## config.mk

```make
export PLATFORM = sky130hd
export DESIGN_NAME = spy_readout
export DESIGN_NICKNAME = d
export VERILOG_FILES = /design/src/rtl/spy_pkg.sv /design/src/rtl/spy_readout_fifo.sv /design/src/rtl/spy_readout.sv
export SDC_FILE = /design/constraint.sdc
export NUM_CORES = 1
export LEC_CHECK = 0
export ABC_CLOCK_PERIOD_IN_PS = 3850
export CORE_MARGIN = 4
export CORE_UTILIZATION = 57
export DETAILED_ROUTE_END_ITERATION = 10
export GPL_TIMING_DRIVEN = 0
export PLACE_DENSITY = 0.78
export SLEW_MARGIN = 40
export SYNTH_ARGS = -nofsm -noshare
export SYNTH_HDL_FRONTEND = slang
export SYNTH_SLANG_ARGS = --single-unit
```

## constraint.sdc

```tcl
create_clock -name clk -period 3.85 [get_ports clk]
set_input_delay 0.5775 -clock clk [delete_from_list [all_inputs] [get_ports clk]]
set_output_delay 0.5775 -clock clk [all_outputs]
set_load 0.03 [all_outputs]
```

## src/rtl/spy_pkg.sv

```systemverilog
// spy_pkg
// Shared definitions for the spy capture memory controllers (capture-side
// writer and read-side readout). Holds the memory geometry and the readout
// state encoding.
package spy_pkg;

  localparam int SPY_AW = 10;  // spy memory address width (1024 words)
  localparam int SPY_DW = 16;  // spy memory data width

  typedef enum logic [1:0] {
    RD_IDLE  = 2'd0,
    RD_READ  = 2'd1,
    RD_DRAIN = 2'd2
  } rd_state_e;

endpackage

```

## src/rtl/spy_readout_fifo.sv

```systemverilog
// spy_readout_fifo
// Small synchronous show-ahead FIFO used as the readout output buffer.
// The head word is visible combinationally whenever the FIFO is not empty.
//
// Ports:
//   clk, reset    system clock, synchronous active-high reset
//   push_i        write data_i into the tail this edge
//   data_i        word to push
//   pop_i         drop the head word this edge (ignored when empty)
//   head_o        current head word (valid when !empty_o)
//   count_o       number of stored words
//   full_o        count_o == DEPTH
//   empty_o       count_o == 0
module spy_readout_fifo #(
  parameter int DEPTH = 4,
  parameter int DW    = 16,
  parameter int CW    = $clog2(DEPTH + 1)
) (
  input  logic          clk,
  input  logic          reset,
  input  logic          push_i,
  input  logic [DW-1:0] data_i,
  input  logic          pop_i,
  output logic [DW-1:0] head_o,
  output logic [CW-1:0] count_o,
  output logic          full_o,
  output logic          empty_o
);

  localparam int PW = (DEPTH > 1) ? $clog2(DEPTH) : 1;

  logic [DW-1:0] mem_q [DEPTH];
  logic [PW-1:0] wr_ptr_q;
  logic [PW-1:0] rd_ptr_q;
  logic [CW-1:0] count_q;
  logic          do_pop;

  // Pointers wrap at DEPTH so non-power-of-two depths work.
  function automatic logic [PW-1:0] bump(input logic [PW-1:0] p);
    return (p == PW'(DEPTH - 1)) ? '0 : p + PW'(1);
  endfunction

  assign empty_o = (count_q == '0);
  assign full_o  = (count_q == CW'(DEPTH));
  assign count_o = count_q;
  assign head_o  = mem_q[rd_ptr_q];
  assign do_pop  = pop_i && !empty_o;

  always_ff @(posedge clk) begin
    if (push_i) mem_q[wr_ptr_q] <= data_i;
  end

  always_ff @(posedge clk) begin
    if (reset) begin
      wr_ptr_q <= '0;
      rd_ptr_q <= '0;
      count_q  <= '0;
    end else begin
      if (push_i) wr_ptr_q <= bump(wr_ptr_q);
      if (do_pop) rd_ptr_q <= bump(rd_ptr_q);
      unique case ({push_i, do_pop})
        2'b10:   count_q <= count_q + CW'(1);
        2'b01:   count_q <= count_q - CW'(1);
        default: count_q <= count_q;
      endcase
    end
  end

  // A push into a full FIFO with no simultaneous pop would lose data.
  assert property (@(posedge clk) disable iff (reset) !(push_i && !do_pop && full_o));

endmodule

```

## src/rtl/spy_readout.sv

```systemverilog
// spy_readout
// Read-side controller for the spy capture memory. A start request reads a
// window of rd_count words beginning at rd_base (wrapping modulo 2^AW) and
// streams them out on a valid/ready interface, marking the final word.
// Reads are only issued while a credit is free, so the output FIFO absorbs
// any backpressure without overflowing.
//
// Ports:
//   clk, reset         system clock, synchronous active-high reset
//   start_i            single-cycle readout request
//   rd_base_i          first window address, sampled on accepted start
//   rd_count_i         window length 0..2^AW, sampled on accepted start
//   wr_busy_i          capture side is writing; blocks start
//   rden_o, raddr_o    memory read port request (registered)
//   rdata_i            memory read data, valid RD_LAT cycles after rden_o
//   out_data_o         streamed word (0 when nothing is valid)
//   out_valid_o        out_data_o valid
//   out_ready_i        sink accepts when out_valid_o && out_ready_i
//   out_last_o         final word of the window
//   busy_o             window in progress
//   done_o             one-cycle pulse after the last word is accepted
//   start_err_o        one-cycle pulse when a start is rejected
module spy_readout
  import spy_pkg::*;
#(
  parameter int AW         = SPY_AW,
  parameter int DW         = SPY_DW,
  parameter int RD_LAT     = 2,
  parameter int FIFO_DEPTH = RD_LAT + 2
) (
  input  logic          clk,
  input  logic          reset,
  input  logic          start_i,
  input  logic [AW-1:0] rd_base_i,
  input  logic [AW:0]   rd_count_i,
  input  logic          wr_busy_i,
  output logic          rden_o,
  output logic [AW-1:0] raddr_o,
  input  logic [DW-1:0] rdata_i,
  output logic [DW-1:0] out_data_o,
  output logic          out_valid_o,
  input  logic          out_ready_i,
  output logic          out_last_o,
  output logic          busy_o,
  output logic          done_o,
  output logic          start_err_o
);

  localparam int CW = $clog2(FIFO_DEPTH + 1);

  rd_state_e     state_q;
  logic          rden_q;
  logic [AW-1:0] raddr_q;
  logic [AW-1:0] next_addr_q;
  logic [AW:0]   issue_left_q;
  logic [AW:0]   cnt_q;
  logic [AW:0]   pop_cnt_q;
  logic [CW-1:0] occ_q;
  logic [RD_LAT-1:0] lat_q;
  logic          busy_q;
  logic          done_q;
  logic          start_err_q;

  logic          push;
  logic          pop;
  logic          issue;
  logic          credit_ok;
  logic          accept;
  logic [CW-1:0] occ_after_pop;
  logic [DW-1:0] fifo_head;
  logic [CW-1:0] fifo_count;
  logic          fifo_full;
  logic          fifo_empty;

  spy_readout_fifo #(
    .DEPTH (FIFO_DEPTH),
    .DW    (DW),
    .CW    (CW)
  ) u_fifo (
    .clk     (clk),
    .reset   (reset),
    .push_i  (push),
    .data_i  (rdata_i),
    .pop_i   (pop),
    .head_o  (fifo_head),
    .count_o (fifo_count),
    .full_o  (fifo_full),
    .empty_o (fifo_empty)
  );

  assign out_valid_o = !fifo_empty;
  assign out_data_o  = fifo_empty ? '0 : fifo_head;
  assign out_last_o  = out_valid_o && ((pop_cnt_q + (AW+1)'(1)) == cnt_q);
  assign pop         = out_valid_o && out_ready_i;
  assign push        = lat_q[RD_LAT-1];

  // occ_q counts reads already requested (including the one on rden_o this
  // cycle) whose word has not yet left the FIFO. Because rden is registered,
  // the decision for the next cycle uses the occupancy after this edge's pop,
  // which guarantees a FIFO slot for every read in flight.
  assign occ_after_pop = occ_q - CW'(pop);
  assign credit_ok     = occ_after_pop < CW'(FIFO_DEPTH);
  assign accept        = (state_q == RD_IDLE) && start_i && !wr_busy_i;

  always_comb begin
    issue = 1'b0;
    unique case (state_q)
      RD_IDLE: issue = accept && (rd_count_i != '0);
      RD_READ: issue = credit_ok;
      default: issue = 1'b0;
    endcase
  end

  always_ff @(posedge clk) begin
    if (reset) begin
      state_q      <= RD_IDLE;
      rden_q       <= 1'b0;
      raddr_q      <= '0;
      next_addr_q  <= '0;
      issue_left_q <= '0;
      cnt_q        <= '0;
      pop_cnt_q    <= '0;
      occ_q        <= '0;
      lat_q        <= '0;
      busy_q       <= 1'b0;
      done_q       <= 1'b0;
      start_err_q  <= 1'b0;
    end else begin
      done_q      <= 1'b0;
      start_err_q <= 1'b0;
      rden_q      <= issue;
      occ_q       <= occ_after_pop + CW'(issue);
      // Read-latency tracker: a bit enters with rden and reaches the top
      // exactly in the cycle its rdata is valid.
      lat_q[0]    <= rden_q;
      for (int i = 1; i < RD_LAT; i++) lat_q[i] <= lat_q[i-1];
      if (pop) pop_cnt_q <= pop_cnt_q + (AW+1)'(1);

      unique case (state_q)
        RD_IDLE: begin
          if (start_i && wr_busy_i) begin
            start_err_q <= 1'b1;
          end else if (start_i) begin
            cnt_q     <= rd_count_i;
            pop_cnt_q <= '0;
            if (rd_count_i == '0) begin
              done_q <= 1'b1;
            end else begin
              busy_q       <= 1'b1;
              raddr_q      <= rd_base_i;
              next_addr_q  <= rd_base_i + AW'(1);
              issue_left_q <= rd_count_i - (AW+1)'(1);
              state_q      <= (rd_count_i == (AW+1)'(1)) ? RD_DRAIN : RD_READ;
            end
          end
        end
        RD_READ: begin
          if (start_i) start_err_q <= 1'b1;
          if (issue) begin
            raddr_q      <= next_addr_q;
            next_addr_q  <= next_addr_q + AW'(1);
            issue_left_q <= issue_left_q - (AW+1)'(1);
            if (issue_left_q == (AW+1)'(1)) state_q <= RD_DRAIN;
          end
        end
        RD_DRAIN: begin
          if (start_i) start_err_q <= 1'b1;
          if (pop && out_last_o) begin
            state_q <= RD_IDLE;
            busy_q  <= 1'b0;
            done_q  <= 1'b1;
          end
        end
        default: state_q <= RD_IDLE;
      endcase
    end
  end

  assign rden_o      = rden_q;
  assign raddr_o     = raddr_q;
  assign busy_o      = busy_q;
  assign done_o      = done_q;
  assign start_err_o = start_err_q;

  // The FIFO can never hold more words than reads that were requested.
  assert property (@(posedge clk) disable iff (reset) fifo_count <= occ_q);
  assert property (@(posedge clk) disable iff (reset) !(push && !pop && fifo_full));

endmodule

```

After elaboration in Yosys (flattened, before gate mapping) --
Memories as Yosys holds them, arrays and structs flattened. A register that Yosys moved wholly into a read port is not among the register bits. Index checks and enable logic that the tools add are counted.
Cells by class: add/subtract/negate cells 11, magnitude comparators 1, equality and inequality tests 15, muxes and demuxes 49, bitwise gates (word level) 1, reductions and logical operators 22
Operator list (number):
- two-way mux 11 bit | 8
- two-way mux 10 bit | 8
- case mux 10 bit (2 select lines) | 2
- equality test 11 x 1 -> 1 bit (second input constant) | 2
- two-way mux 2 bit | 11
- case mux 11 bit (2 select lines) | 1
- subtractor 11 x 1 -> 11 bit (second input constant) | 2
- adder 10 x 1 -> 10 bit (second input constant) | 2
- two-way mux 16 bit | 1
- two-way mux 1 bit | 12
- inequality test 2 bit (second input constant) | 6
- adder 11 x 1 -> 11 bit (second input constant) | 1
- equality test 11 bit | 1
- zero test 11 bit | 1
- nonzero test 11 bit | 1
- AND reduction 5 bit | 2
- equality test 2 bit (second input constant) | 4
- logical AND 1 bit | 8
- case mux 1 bit (2 select lines) | 4
- case mux 2 bit (3 select lines) | 1
- case mux 3 bit (2 select lines) | 1
- AND reduction 6 bit | 1
- nonzero test 2 bit | 3
- adder 2 x 1 -> 2 bit (second input constant) | 2
- 12 further kinds | 14
Word-level totals: register bits 71, bits in writable memories 64, input port bits 42, output and inout bits 32, word-level logic and storage cells 115, memories 1
Memory list:
- u_fifo.mem_q | depth 4, bits a word 16, read ports 1, clocked after Yosys merged registers in 1, wr ports 1, line spy_readout_fifo.sv:32 | logic [DW-1:0] mem_q [DEPTH];

Longest topological paths before layout --
depth after elaboration 8, mapped depth 14, gate-level depth less buffers 12

Cells and area by module --
Synthesis repeated with hierarchy kept, for this count alone.
Second synthesis, totals: cell total of the unflattened synthesis 620, area, all modules 6648.9 um^2
By module, submodules not included:
- spy_readout | times used 1, cells an instance 487, area an instance 3843.7 um^2, sequential area each 1281.2 um^2
- spy_readout_fifo | times used 1, cells an instance 133, area an instance 2805.2 um^2, sequential area each 2102.0 um^2

Worst setup path after synthesis --
Ideal clock, no wire load.
kind register to register, start register u_fifo.count_q[0], in the netlist u_fifo.count_o[0], end register issue_left_q[2], library setup time 128 ps, arrival 2783 ps, required time 3722 ps, path slack 940 ps, cell stages (with the launch flop) 15, path buffers 3, clock period less this slack 2910 ps, path through dfxtp_1 -> or3_1 -> buf_2 -> nand2_1 -> clkbuf_1 -> inv_1 -> ha_1 -> ha_1 -> xnor2_1 -> nand2_1 -> o21ai_2 -> clkbuf_1 -> o21ai_0 -> a22oi_1 -> nor2_1
Between the ends: longest elaborated chain between the ends 8
Ends and longest elaborated chain:
- from (decl) | line spy_readout_fifo.sv:35 | logic [CW-1:0] count_q;
- from (signal assigned) | line spy_readout_fifo.sv:62 | 2'b10: count_q <= count_q + CW'(1);
- from (signal assigned) | line spy_readout_fifo.sv:63 | 2'b01: count_q <= count_q - CW'(1);
- from (signal assigned) | line spy_readout_fifo.sv:64 | default: count_q <= count_q;
- zero test 3 bit | line spy_readout_fifo.sv:43 | assign empty_o = (count_q == '0);
- zero test 1 bit | line spy_readout.sv:91 | assign out_valid_o = !fifo_empty;
- logical AND 1 bit | line spy_readout.sv:94 | assign pop = out_valid_o && out_ready_i;
- subtractor 3 x 1 -> 3 bit | line spy_readout.sv:101 | assign occ_after_pop = occ_q - CW'(pop);
- less-than comparator 3 bit | line spy_readout.sv:102 | assign credit_ok = occ_after_pop < CW'(FIFO_DEPTH);
- case mux 1 bit (2 select lines) | line spy_readout.sv:107 | unique case (state_q)
- inequality test 2 bit (no line)
- AND reduction 5 bit (no line)
- to (signal assigned) | line spy_readout.sv:152 | issue_left_q <= rd_count_i - (AW+1)'(1);
- to (signal assigned) | line spy_readout.sv:162 | issue_left_q <= issue_left_q - (AW+1)'(1);
- to (decl) | line spy_readout.sv:55 | logic [AW:0] issue_left_q;
Every way passes these cells. A chain may end at the register's enable or synchronous reset.

Final worst setup path --
start register state_q[1], end register next_addr_q[8]
Between the ends: longest elaborated chain between the ends 7, elaborated cells between the ends (all ways) 13, those cells by class eq/ne: 5; mux: 2; reduce/logical: 6
Ends and longest elaborated chain:
- from (decl) | line spy_readout.sv:51 | rd_state_e state_q;
- from (signal assigned) | line spy_readout.sv:153 | state_q <= (rd_count_i == (AW+1)'(1)) ? RD_DRAIN : RD_READ;
- zero test 2 bit | line spy_readout.sv:103, spy_readout.sv:107, spy_readout.sv:139
- logical AND 1 bit (2 in series) | line spy_readout.sv:103 | assign accept = (state_q == RD_IDLE) && start_i && !wr_busy_i;
- logical AND 1 bit | line spy_readout.sv:108 | RD_IDLE: issue = accept && (rd_count_i != '0);
- case mux 1 bit (2 select lines) | line spy_readout.sv:107
- inequality test 2 bit (no line)
- AND reduction 5 bit (no line)
- to (signal assigned) | line spy_readout.sv:151 | next_addr_q <= rd_base_i + AW'(1);
- to (signal assigned) | line spy_readout.sv:161 | next_addr_q <= next_addr_q + AW'(1);
- to (decl) | line spy_readout.sv:54 | logic [AW-1:0] next_addr_q;
Parallel ways exist; a longest one is shown, timed or not.

==> flow_metrics.py <==
metrics = {
    "floorplanning": {
        "core-area_mm2": 0.01142,
        "die-area_mm2": 0.01346,
        "die_w_um": 116.0,
        "start_util_pct": 58.23,
        "pin_count": 74,
        "fp.dieH_um": 116.0,
        "rows": 39,
    },
    "power": {
        "vdd_drop_max_uv": 366.5,
        "p_seq_share_pct": 35.2,
        "swShare_pct": 34.01,
        "comb_power_share_pct": 30.9,
        "power.internal_mw": 3.348,
        "total_power_mw": 5.073,
        "p_clk_share_pct": 33.9,
        "cellLeakagePower_nw": 2.810,
        "p_switching_mw": 1.725,
        "p_per_area_mw_per_mm2": 620.4,
    },
    "hold_path": {
        "worstHoldStart": "lat_q[0]",
        "holdPathEnd": "lat_q[1]",
        "hold_depth": 1,
        "min_path_type": "flip-flop to flip-flop",
    },
    "drt": {
        "wl_met1_um": 6803,
        "wl_met2_um": 8177,
        "drtIter0Drc": 351,
        "final_antenna_net_count": 0,
        "top_layer": "met4",
        "drt-pass1-iter-count": 5,
        "wl_met3_um": 857,
        "routedWlPerCell_um": 18.57,
        "vias": 5101,
        "drc_errors": 0,
        "wirelength_um": 16210,
        "via_per_inst": 5.843,
    },
    "layout": {
        "drive_above_1_share_pct": 11.37,
        "area_growth_pct": 22.98,
        "num_antenna_cells": 0,
        "fin_util_pct": 71.61,
        "stdcell_area_mm2": 0.008177,
        "design.final.nets": 782,
    },
    "sta": {
        "report.final.slew_viol_count": 0,
        "worst_slack_ns": 0.3159,
        "rsz0062_at_grt": "false",
        "hold_viol": 0,
        "fmax_ghz": 0.2830,
        "finalCritPeriodShare_pct": 91.79,
        "min_period_ns": 3.534,
        "max_slew.worst_pin.slew_ns": 0.8521,
        "max-slew-margin-rel_pct": 43.19,
        "final.setup.tns_ns": 0,
        "finClkSkew_ns": 0.008307,
        "setup_violations": 0,
    },
    "global_routing": {
        "grt_pass1_wl_um": 26120,
        "grt_start_max_net_pins": 17,
        "grt_usage_pct": 25.04,
        "antenna_found_initial": 0,
        "grt_pass1_vias": 5267,
        "overflow": 0,
    },
    "clock_tree": {
        "clkLatencyLatePin_ns": 0.42,
        "cts.repair.resized": 0,
        "clock-root-buffer": "clkbuf_16",
        "cts_buffers": 17,
        "post_cts_buffers": 0,
        "htreeDepth": 4,
        "clockBufferDepth": 2,
        "cts_tree": "done",
        "numClockSinks": 137,
        "clk_pin_slew_ns": 0.06,
        "holdBufCountCts": 0,
    },
    "critical_path": {
        "r2r-end": "next_addr_q[8]",
        "critical_path_class": "flip-flop to flip-flop",
        "worst_path_largest_cell_delay_ns": 0.51,
        "worst-path-buf-inv": 5,
        "worstPathMaxFanout": 10,
        "r2r_slack_ns": 0.32,
        "reg2reg_depth": 14,
        "arrival_ns": 3.81,
        "cp_slowest_cell": "clkbuf_1",
        "timing.critical_path.from_type": "flip-flop",
        "crit_chain": "inv_1, ha_1, buf_2, buf_1, clkbuf_1, clkbuf_2, a21o_1, ha_1, o21ai_0, a21o_1, nor2_1, o21ai_0, nand2_1, a31oi_1",
        "endpoint_kind": "flip-flop",
        "worstPathRequired_ns": 4.12,
        "rr_startpoint": "state_q[1]",
        "cp_top_family": "buffers and inverters",
    },
    "synth": {
        "synth-edff-count": 64,
        "synthCells": 628,
        "synth_cell_types": 70,
        "synth_nets": 692,
        "synth_area_leaders": "edfxtp_1, dfxtp_1, mux4_2",
        "yosys_register_bits": 137,
        "synth_top_area_cell": "edfxtp_1",
        "yosys_warnings": 0,
        "synth_area_per_cell_um2": 10.59,
        "netlist_top_cells_count": "dfxtp_1, nand2_1, edfxtp_1",
        "synthFlopType": "dfxtp_1",
        "yosysMostFrequentCell": "dfxtp_1",
        "synth-async-reset-ratio_pct": 0,
        "syn_area_mm2": 0.006649,
        "synth_top_area_share_pct": 28.90,
        "yosysSeqAreaShare_pct": 50.88,
    },
    "place": {
        "placed_area_mm2": 0.007548,
        "gp_congestion": 0.9312,
        "dp_slack_ns": -0.03210,
        "numPortBuffers": 72,
        "hpwl_um": 11040,
    },
    "outcome": {
        "outcome": "completed",
    },
    "flow_run": {
        "maxCapViolCount": 0,
    },
}
-- routing by layer --
metal / GRT usage [%] / vias to the layer above
li1: - / 2456
met1: 30.26 / 2440
met2: 43.42 / 170
met3: 6.475 / 35
met4: 8.894 / 0
met5: 0 / -
-- per-stage QoR --
stage	hold WS, ns	cells
after floorplan	0.4138	628
after global placement	0.4284	843
after detailed placement	0.4311	843
after CTS	0.4754	874
after global routing	0.4906	873
final	0.4683	873
-- state kept, by name, indices dropped and copies added (netlist names), named ones only --
name / flops
raddr_o: 10
u_fifo.rd_ptr_q: 2
next_addr_q: 10
u_fifo.mem_q: 64
u_fifo.count_o: 3
u_fifo.wr_ptr_q: 2
state_q: 2
rden_o: 1
occ_q: 3
pop_cnt_q: 11
cnt_q: 11
start_err_o: 1
done_o: 1
lat_q: 2
busy_o: 1
issue_left_q: 11
-- cell families after synthesis --
family	share of synthesized area (%)
AND/OR/NAND/NOR	17.90
flip-flops	50.88
AO/OA/AOI/OAI	12.19
buffers and inverters	3.839
XOR/XNOR	4.592
multiplexers	6.342
adder cells (fa/ha/maj)	4.253
-- layout by cell type (no fill, tap or decap), types with 13 or more instances in the layout --
| cell | synthesis | layout |
|---|---|---|
| inv_1 | 21 | 21 |
| xor2_1 | 17 | 17 |
| clkbuf_16 | 0 | 17 |
| edfxtp_1 | 64 | 64 |
| nand2_1 | 67 | 67 |
| clkdlybuf4s50_1 | 0 | 72 |
| nor2_1 | 48 | 48 |
| clkbuf_1 | 24 | 20 |
| xnor2_1 | 16 | 16 |
| o21ai_0 | 25 | 25 |
| nor3_1 | 13 | 13 |
| ha_1 | 21 | 21 |
| dfxtp_1 | 73 | 73 |
| a21oi_1 | 52 | 52 |
| nor2b_1 | 13 | 13 |
| and2_1 | 22 | 20 |
| mux4_2 | 16 | 16 |
-- final cells by class --
type / instances / area [um2]
sequential: 137 / 3383
multi-input combinational: 433 / 3013
timing repair buffer: 72 / 720.7
inverter: 22 / 82.58
tap: 143 / 178.9
buffer: 35 / 173.9
clock inverter: 13 / 195.2
clock buffer: 18 / 429.2
fill: 839 / 3242
-- power groups by stage --
stage | Clock, mW | Sequential [mW] | Combinational (mW)
3_3_place_gp | 0 | 1.80 | 1.50
4_1_cts | 1.74 | 1.78 | 1.55
6_report | 1.72 | 1.78 | 1.57
5_1_grt | 1.81 | 1.80 | 1.71
2_1_floorplan | 0 | 1.86 | 0.978
3_5_place_dp | 0 | 1.81 | 1.54
-- worst max-delay path by stage --
stage / to / depth (start not counted) / from
after floorplan: issue_left_q[2] / 14 / u_fifo.count_o[0]
after global placement: issue_left_q[2] / 13 / out_ready_i
after detailed placement: issue_left_q[2] / 13 / out_ready_i
after CTS: issue_left_q[2] / 14 / u_fifo.count_o[0]
after global routing: next_addr_q[8] / 14 / state_q[1]
final: next_addr_q[8] / 14 / state_q[1]
-- worst register-to-register path, cell delays in order, from the launching register on --
cell,delay (ns)
dfxtp_1,0.32
inv_1,0.11
ha_1,0.18
buf_2,0.23
buf_1,0.40
clkbuf_1,0.51
clkbuf_2,0.38
a21o_1,0.19
ha_1,0.22
o21ai_0,0.19
a21o_1,0.26
nor2_1,0.16
o21ai_0,0.10
nand2_1,0.09
a31oi_1,0.07
(Power assumes the default switching activity.)
